### config.mk
export PLATFORM = sky130hd
export DESIGN_NAME = ps2_key_decoder
export DESIGN_NICKNAME = d
export VERILOG_FILES = /design/src/rtl/ps2_key_decoder.sv
export SDC_FILE = /design/constraint.sdc
export NUM_CORES = 1
export LEC_CHECK = 0
export BUFFER_PORTS_ARGS = -buffer_cell sky130_fd_sc_hd__clkbuf_2
export CORE_MARGIN = 8
export CORE_UTILIZATION = 40
export DETAILED_ROUTE_END_ITERATION = 8
export PLACE_DENSITY = 0.66
export REMOVE_ABC_BUFFERS = 1
export SKIP_LAST_GASP = 1
export SLEW_MARGIN = 20
export SYNTH_ARGS = -nofsm -noshare
export SYNTH_HDL_FRONTEND = slang
export SYNTH_SLANG_ARGS = --single-unit
### constraint.sdc
create_clock -name clk -period 1.9 [get_ports clk]
set_input_delay 0.095 -clock clk [delete_from_list [all_inputs] [get_ports clk]]
set_output_delay 0.095 -clock clk [all_outputs]
set_load 0.02 [all_outputs]
### src/rtl/ps2_key_decoder.sv
// ps2_key_decoder
// Turns the PS/2 set-2 scancode byte stream into key events.
// Prefix bytes E0 (extended) and F0 (break) are folded into a single event on
// the final byte of a sequence. The Pause sequence (E1 plus PAUSE_LEN bytes) is
// reported as one make of code E1. A partial sequence is abandoned after
// TIMEOUT idle cycles or on a receiver error.
//
// Optional feature: define KEY_REPEAT_FILTER_EN to suppress typematic repeats.
// A held-key register then remembers the last make, and identical makes are
// dropped until the matching break arrives. Pause is never filtered because it
// has no break code that could release it.
module ps2_key_decoder #(
  parameter logic [15:0] TIMEOUT   = 16'd50000,
  parameter logic [2:0]  PAUSE_LEN = 3'd7
) (
  input  logic       clk,
  input  logic       reset,
  input  logic [7:0] rx_data,
  input  logic       rx_valid,
  input  logic       rx_error,
  output logic [7:0] keycode,
  output logic       key_make,
  output logic       key_ext,
  output logic       key_valid
);

  localparam logic [7:0] BYTE_E0 = 8'hE0;
  localparam logic [7:0] BYTE_E1 = 8'hE1;
  localparam logic [7:0] BYTE_F0 = 8'hF0;

  typedef enum logic [2:0] {
    IDLE    = 3'd0,
    EXT     = 3'd1,
    BRK     = 3'd2,
    EXT_BRK = 3'd3,
    PAUSE   = 3'd4
  } state_t;

  state_t      r_state;
  state_t      w_state_next;
  state_t      w_eff_state;
  logic [15:0] r_tmo;
  logic [15:0] w_tmo_next;
  logic [2:0]  r_skip;
  logic [2:0]  w_skip_next;

  logic        w_is_prefix;
  logic        w_ignore;
  logic        w_restart;

  logic        w_evt;
  logic [7:0]  w_evt_code;
  logic        w_evt_make;
  logic        w_evt_ext;
  logic        w_report;

  // Byte classification and the effective state used to interpret this byte.
  // An unexpected prefix mid-sequence drops the partial sequence and the byte
  // is then handled exactly as if the machine had been idle.
  always_comb begin
    w_is_prefix = (rx_data == BYTE_E0) || (rx_data == BYTE_E1) ||
                  (rx_data == BYTE_F0);
    w_ignore    = (rx_data == 8'h00) || (rx_data == 8'hAA) ||
                  (rx_data == 8'hEE) || (rx_data == 8'hFA) ||
                  (rx_data == 8'hFC) || (rx_data == 8'hFE) ||
                  (rx_data == 8'hFF);
    w_restart   = w_is_prefix &&
                  (((r_state == EXT) && (rx_data != BYTE_F0)) ||
                   (r_state == BRK) || (r_state == EXT_BRK));
    w_eff_state = w_restart ? IDLE : r_state;
  end

  // Next-state, counter and event decode. Error beats a valid byte, and a
  // valid byte beats the timeout that would expire in the same cycle.
  always_comb begin
    w_state_next = r_state;
    w_skip_next  = r_skip;
    w_tmo_next   = (r_state == IDLE) ? 16'd0 : (r_tmo + 16'd1);
    w_evt        = 1'b0;
    w_evt_code   = rx_data;
    w_evt_make   = 1'b1;
    w_evt_ext    = 1'b0;

    if (rx_error) begin
      w_state_next = IDLE;
      w_skip_next  = 3'd0;
      w_tmo_next   = 16'd0;
    end else if (rx_valid) begin
      w_tmo_next   = 16'd0;
      w_state_next = IDLE;
      case (w_eff_state)
        IDLE: begin
          if (rx_data == BYTE_E0) begin
            w_state_next = EXT;
          end else if (rx_data == BYTE_F0) begin
            w_state_next = BRK;
          end else if (rx_data == BYTE_E1) begin
            w_state_next = PAUSE;
            w_skip_next  = PAUSE_LEN;
          end else if (!w_ignore) begin
            w_evt = 1'b1;
          end
        end
        EXT: begin
          if (rx_data == BYTE_F0) begin
            w_state_next = EXT_BRK;
          end else begin
            w_evt     = 1'b1;
            w_evt_ext = 1'b1;
          end
        end
        BRK: begin
          w_evt      = 1'b1;
          w_evt_make = 1'b0;
        end
        EXT_BRK: begin
          w_evt      = 1'b1;
          w_evt_make = 1'b0;
          w_evt_ext  = 1'b1;
        end
        PAUSE: begin
          // The last swallowed byte produces the single Pause event.
          if (r_skip <= 3'd1) begin
            w_evt       = 1'b1;
            w_evt_code  = BYTE_E1;
            w_skip_next = 3'd0;
          end else begin
            w_skip_next  = r_skip - 3'd1;
            w_state_next = PAUSE;
          end
        end
        default: begin
          w_state_next = IDLE;
        end
      endcase
    end else if ((r_state != IDLE) && (r_tmo == (TIMEOUT - 16'd1))) begin
      w_state_next = IDLE;
      w_skip_next  = 3'd0;
      w_tmo_next   = 16'd0;
    end
  end

`ifdef KEY_REPEAT_FILTER_EN
  logic [7:0] r_held_code;
  logic       r_held_ext;
  logic       r_held_valid;
  logic       w_held_hit;
  logic       w_filterable;

  // Decide whether a decoded event is a typematic repeat of the held key.
  always_comb begin
    w_filterable = (w_evt_code != BYTE_E1);
    w_held_hit   = r_held_valid && (r_held_code == w_evt_code) &&
                   (r_held_ext == w_evt_ext);
    w_report     = w_evt && !(w_filterable && w_evt_make && w_held_hit);
  end

  // Track the currently held key: load on a fresh make, release on its break.
  always_ff @(posedge clk) begin
    if (reset) begin
      r_held_code  <= 8'h00;
      r_held_ext   <= 1'b0;
      r_held_valid <= 1'b0;
    end else if (w_evt && w_filterable) begin
      if (w_evt_make && !w_held_hit) begin
        r_held_code  <= w_evt_code;
        r_held_ext   <= w_evt_ext;
        r_held_valid <= 1'b1;
      end else if (!w_evt_make && w_held_hit) begin
        r_held_valid <= 1'b0;
      end
    end
  end
`else
  // Every decoded event is reported, typematic repeats included.
  assign w_report = w_evt;
`endif

  // State and counter registers.
  always_ff @(posedge clk) begin
    if (reset) begin
      r_state <= IDLE;
      r_tmo   <= 16'd0;
      r_skip  <= 3'd0;
    end else begin
      r_state <= w_state_next;
      r_tmo   <= w_tmo_next;
      r_skip  <= w_skip_next;
    end
  end

  // Registered event outputs: fields hold until the next reported event.
  always_ff @(posedge clk) begin
    if (reset) begin
      keycode   <= 8'h00;
      key_make  <= 1'b0;
      key_ext   <= 1'b0;
      key_valid <= 1'b0;
    end else begin
      key_valid <= w_report;
      if (w_report) begin
        keycode  <= w_evt_code;
        key_make <= w_evt_make;
        key_ext  <= w_evt_ext;
      end
    end
  end

endmodule

==> After elaboration in Yosys (flattened, before gate mapping) <==
Cells that the tools add are included.
{ "word_totals": {"wordCells": 88, "ff_bits": 33, "out_inout_bits": 11} }
{ "classes": {"order_cmp": 1, "n_mux": 34, "n_addsub": 2, "n_eq_ne": 22, "n_reduce_logical": 22} }
{ "ops": {"columns": ["op", "n"], "rows": [
  ["$eq A8 B8 Y1 const B", 9],
  ["$mux W3", 12],
  ["$mux W8", 4],
  ["$add A16 B1 Y16 const B", 1],
  ["$eq A16 B16 Y1 const B", 1],
  ["$mux W1", 13],
  ["$eq A3 B2 Y1 const B", 4],
  ["$logic_or A1 B1 Y1", 10],
  ["$ne A3 B3 Y1 const B", 3],
  ["$pmux W3 S3", 1],
  ["$logic_not A8 Y1", 1],
  ["$ne A8 B8 Y1 const B", 1],
  ["$eq A3 B1 Y1 const B", 2],
  ["$logic_not A3 Y1", 2],
  ["$pmux W3 S2", 1],
  ["$reduce_and A5 Y1", 1],
  ["$reduce_or A5 Y1", 1],
  ["$pmux W1 S4", 1],
  ["$reduce_or A2 Y1", 2],
  ["$eq A3 B3 Y1 const B", 1],
  ["$le A3 B1 Y1 const B", 1],
  ["$logic_and A1 B1 Y1", 3],
  ["$ne A3 B1 Y1 const B", 1],
  ["$reduce_bool A3 Y1", 1],
  ["4 further kinds", 4]
]} }

==> Longest topological paths before layout <==
{ "depth": {"word_depth": 14, "mapped_depth": 8} }

==> Least setup slack after synthesis <==
OpenSTA, ideal clock, no wires.
{ "synth_timing": {"path_type": "register to register", "start": "register r_skip[1]", "end": "register keycode[0]", "t_arrival_ps": 1655, "setup_ps": 119, "required_time_ps": 1781, "setup_slack_ps": 126, "path_stages_with_launch": 9, "cell_sequence": "dfxtp_1 -> inv_1 -> ha_1 -> o21ba_2 -> nor3_2 -> or2_2 -> o21ba_2 -> buf_6 -> o221a_2"} }
{ "synth_via": {"elab_chain_cells": 5, "word_cells_on_any_way": 9, "cone_classes": "1 x order compare; 8 x mux"} }
{ "synth_lines": {"columns": ["item", "line_no", "source"], "rows": [
  ["start: declaration", "44", "logic [2:0] r_skip;"],
  ["start signal: assignment", "188", "r_skip <= w_skip_next;"],
  ["$le A3 B1 Y1 (*)", "123", "if (r_skip <= 3'd1) begin"],
  ["$mux W1 / $mux W8 (equally long branches)", "123", null],
  ["$pmux W1 S4 / $mux W8 (equally long branches)", "91", "case (w_eff_state)"],
  ["$mux W1 / $mux W8 (equally long branches)", "88", "end else if (rx_valid) begin"],
  ["$mux W1 / $mux W8 (equally long branches)", "84", "if (rx_error) begin"],
  ["end signal: assignment", "202", "keycode <= w_evt_code;"],
  ["end: declaration", "21", "output logic [7:0] keycode,"]
]} }
Every way passes the cells marked *; elsewhere a longest branch is shown, timed or not.
A chain may end at the register's enable or synchronous reset.

==> Final worst setup path <==
Ends and elaborated chain as after synthesis.

==> out/metrics.csv <==
metric;value;unit
path_depth;7;
post-route-period-util;95.73;%
numClockSinks;33;
routedWlPerCell;13.08;um
hold_violations;0;
seq_area;660.6;um2
ys_top_cells_by_area;sky130_fd_sc_hd__dfxtp_1 (39%), sky130_fd_sc_hd__nor2_1 (6.0%), sky130_fd_sc_hd__xor2_1 (4.2%);
grt_pass1_vias;1294;
synth-xor-area-share;7.319;%
globalplace.congestion;0.7913;
finalClockSkew;0.005017;ns
worstHoldStart;reset;
multi_input_area;937.1;um2
htree_levels;2;
core_area;4029;um2
synth.lib_cells_used.distinct;47;
most-common-layout-cells;sky130_fd_sc_hd__dfxtp_1 (33), sky130_fd_sc_hd__nor2_1 (27), sky130_fd_sc_hd__clkbuf_2 (22);
initial_core_util;41.58;%
std_cell_rows;23;
layout.cells.most_common;sky130_fd_sc_hd__dfxtp_1;
post_syn_instances;195;
start_kind;register;
synthFlopType;sky130_fd_sc_hd__dfxtp_1;
dominant_combinational_cell_family_by_area_after_synthesis;simple AND/OR/NAND/NOR gates;
setup_crit_path_kind;register to register;
outcome;completed;
timing.setup.tns;0;ns
power.leakage;0.7214;nW
viasPerCell;5.315;
worst_setup_hold_path_clk_slew;0.07;ns
synth_enable_flop_cells;0;
holdCritPathClass;input port to register;
dieArea;6515;um2
cp_common_cell;sky130_fd_sc_hd__o21ba_2;
worst_ep_arrival_time;1.99;ns
max_root_sink_buffers;2;
critPathCaptureType;register;
global_route.overflow_total;0;
peakVddDrop;0.3540;mV
dp_hpwl;2691;um
grt_start_max_net_pins;17;
horizontal_extent_of_the_die;80.72;um
report.final.slew_viol_count;0;
proportion_of_synthesized_chip_area_in_sequential_cells;39.43;%
die_height;80.72;um
antenna_cells_inserted;0;
drt_pre_antenna_iters;4;
tritoncts.num_buffers;5;
regToRegEndpoint;keycode[0];
power;1.376;mW
cts_setup_buffers;0;
ff2ff_setup_slack;0.08;ns
postRouteWirelength;3571;um
yosys.area.top_type;sky130_fd_sc_hd__dfxtp_1;
netlist_area;1675;um2
cp_slowest_cell;sky130_fd_sc_hd__dfxtp_1;
drt_initial_violations;80;
layout.filler_cells;397;
max_stage_delay;0.34;ns
fraction_of_final_layout_cells_with_drive_strength_greater_than_1;20.63;%
cp_data_required_time;2.07;ns
critPathTopFamily;compound AO/OA/AOI/OAI gates;
cp-startpoint;r_skip[1];
yosys_warnings;0;
hold_depth;2;
power.density;712.2;nW/um2
pin_count;23;
io_buffers;22;
synth-seq-cells;33;
timing.max_cap.violations;0;
timing.fmax;549.8;MHz
tritoncts_clock_tree;built;
unrepaired_setup_endpoints_after_global_routing;no;
synth_adder_area_share;2.240;%
cts_hold_buf;0;
synth_simple_gate_area_share;28.30;%
postSynthAreaPerCell;8.592;um2
area_growth_syn_to_layout;15.31;%
finalWorstPathRequiredPeriod;1.819;ns
slew_headroom;62.34;%
sequence_of_cells_on_the_critical_path;inv_1 > ha_1 > o21ba_2 > nor3_2 > or2_2 > o21ba_2 > o221a_2;
grt_first_pass_wirelength;5927;um
tightest_slew;0.5644;ns
area_fraction_in_compound_gates_after_synthesis;18.07;%
synth.top_cell.area_share;39.43;%
clkLatencyLatePin;0.28;ns
drc_errors;0;
critical_path_buf_inv_count;1;
cts.root.buffer_cell;sky130_fd_sc_hd__clkbuf_8;
antenna_found_initial;0;
postSynth.asyncResetShare;0;%
num-nets-final;238;
endpoint_worst_hold;key_ext;
reg2reg_depth;7;
count_of_instances_resized_after_the_clock_tree_is_built;0;
gr-usage-all-layers;11.22;%
mux_cell_area_share_after_synthesis;0;%
reg2reg_from;r_skip[1];
timing.final.setup_violations;0;
ant_nets;0;
dr_total_vias;1451;
crit_fanout;9;
[through the flow]
step | setup slack [ns] | cells | area, um2 | hold slack, ns | util [%]
after global routing | 0.01234 | 273 | 1932 | 0.1118 | 47.95
after floorplan | 0.1758 | 189 | 1635 | 0.1644 | -
final | 0.08109 | 273 | 1932 | 0.1099 | 47.95
after detailed placement | 0.1024 | 266 | 1846 | 0.4055 | 45.81
after global placement | 0.1278 | 266 | 1846 | 0.4056 | 45.81
after CTS | 0.09143 | 273 | 1932 | 0.1021 | 47.95
[cell type report]
cell class	count	share of cell area, %
Clock buffer	7	4.469
Inverter	10	1.943
Multi-Input combinational cell	146	48.51
Sequential cell	33	34.20
Tap cell	50	3.238
Timing Repair Buffer	27	7.643
[report_power, final]
group / internal [mW] / switching (mW)
registers: 0.707 / 0.00872
clock network: 0.287 / 0.245
logic: 0.0503 / 0.0781
[how the worst max path moves through the flow]
stage	endpoint	slack, ns
5_1_grt	keycode[0]	0.01
3_3_place_gp	key_ext	0.13
6_report	keycode[0]	0.08
2_1_floorplan	keycode[0]	0.18
4_1_cts	keycode[0]	0.09
3_5_place_dp	keycode[0]	0.10
[cells by family after synthesis]
logic type | Yosys count
fa+ha+maj | 3
flops | 33
buf+inv | 16
compound gates | 40
xor+xnor | 14
simple gates | 89
[synthesized netlist by cell type, types with 3 or more instances]
master / number
sky130_fd_sc_hd__a21oi_1: 7
sky130_fd_sc_hd__a31oi_1: 3
sky130_fd_sc_hd__dfxtp_1: 33
sky130_fd_sc_hd__ha_1: 3
sky130_fd_sc_hd__inv_1: 9
sky130_fd_sc_hd__nand2_1: 15
sky130_fd_sc_hd__nand2b_1: 3
sky130_fd_sc_hd__nand3_1: 7
sky130_fd_sc_hd__nand3b_1: 4
sky130_fd_sc_hd__nand4_1: 3
sky130_fd_sc_hd__nor2_1: 27
sky130_fd_sc_hd__nor2b_1: 4
sky130_fd_sc_hd__nor3_1: 5
sky130_fd_sc_hd__nor4_1: 4
sky130_fd_sc_hd__o21ai_0: 10
sky130_fd_sc_hd__o221a_2: 3
sky130_fd_sc_hd__o32ai_1: 4
sky130_fd_sc_hd__xnor2_1: 6
sky130_fd_sc_hd__xor2_1: 8
[sequential cells by signal (all words and copies together), names as in the netlist]
signal and count:
r_skip 3, key_valid 1, key_make 1, r_state 3, r_tmo 16, key_ext 1, keycode 8
[per-layer routing]
metal | wire length (um) | part of all wire [%] | track usage (%) | vias to the layer above
li1 | - | - | - | 759
met1 | 1662 | 47 | 13.02 | 653
met2 | 1614 | 45 | 18.60 | 34
met3 | 247 | 6.9 | 3.795 | 5
met4 | 47 | 1.3 | 4.286 | 0
met5 | 0 | 0 | 0 | -
(Power assumes the default switching activity.)
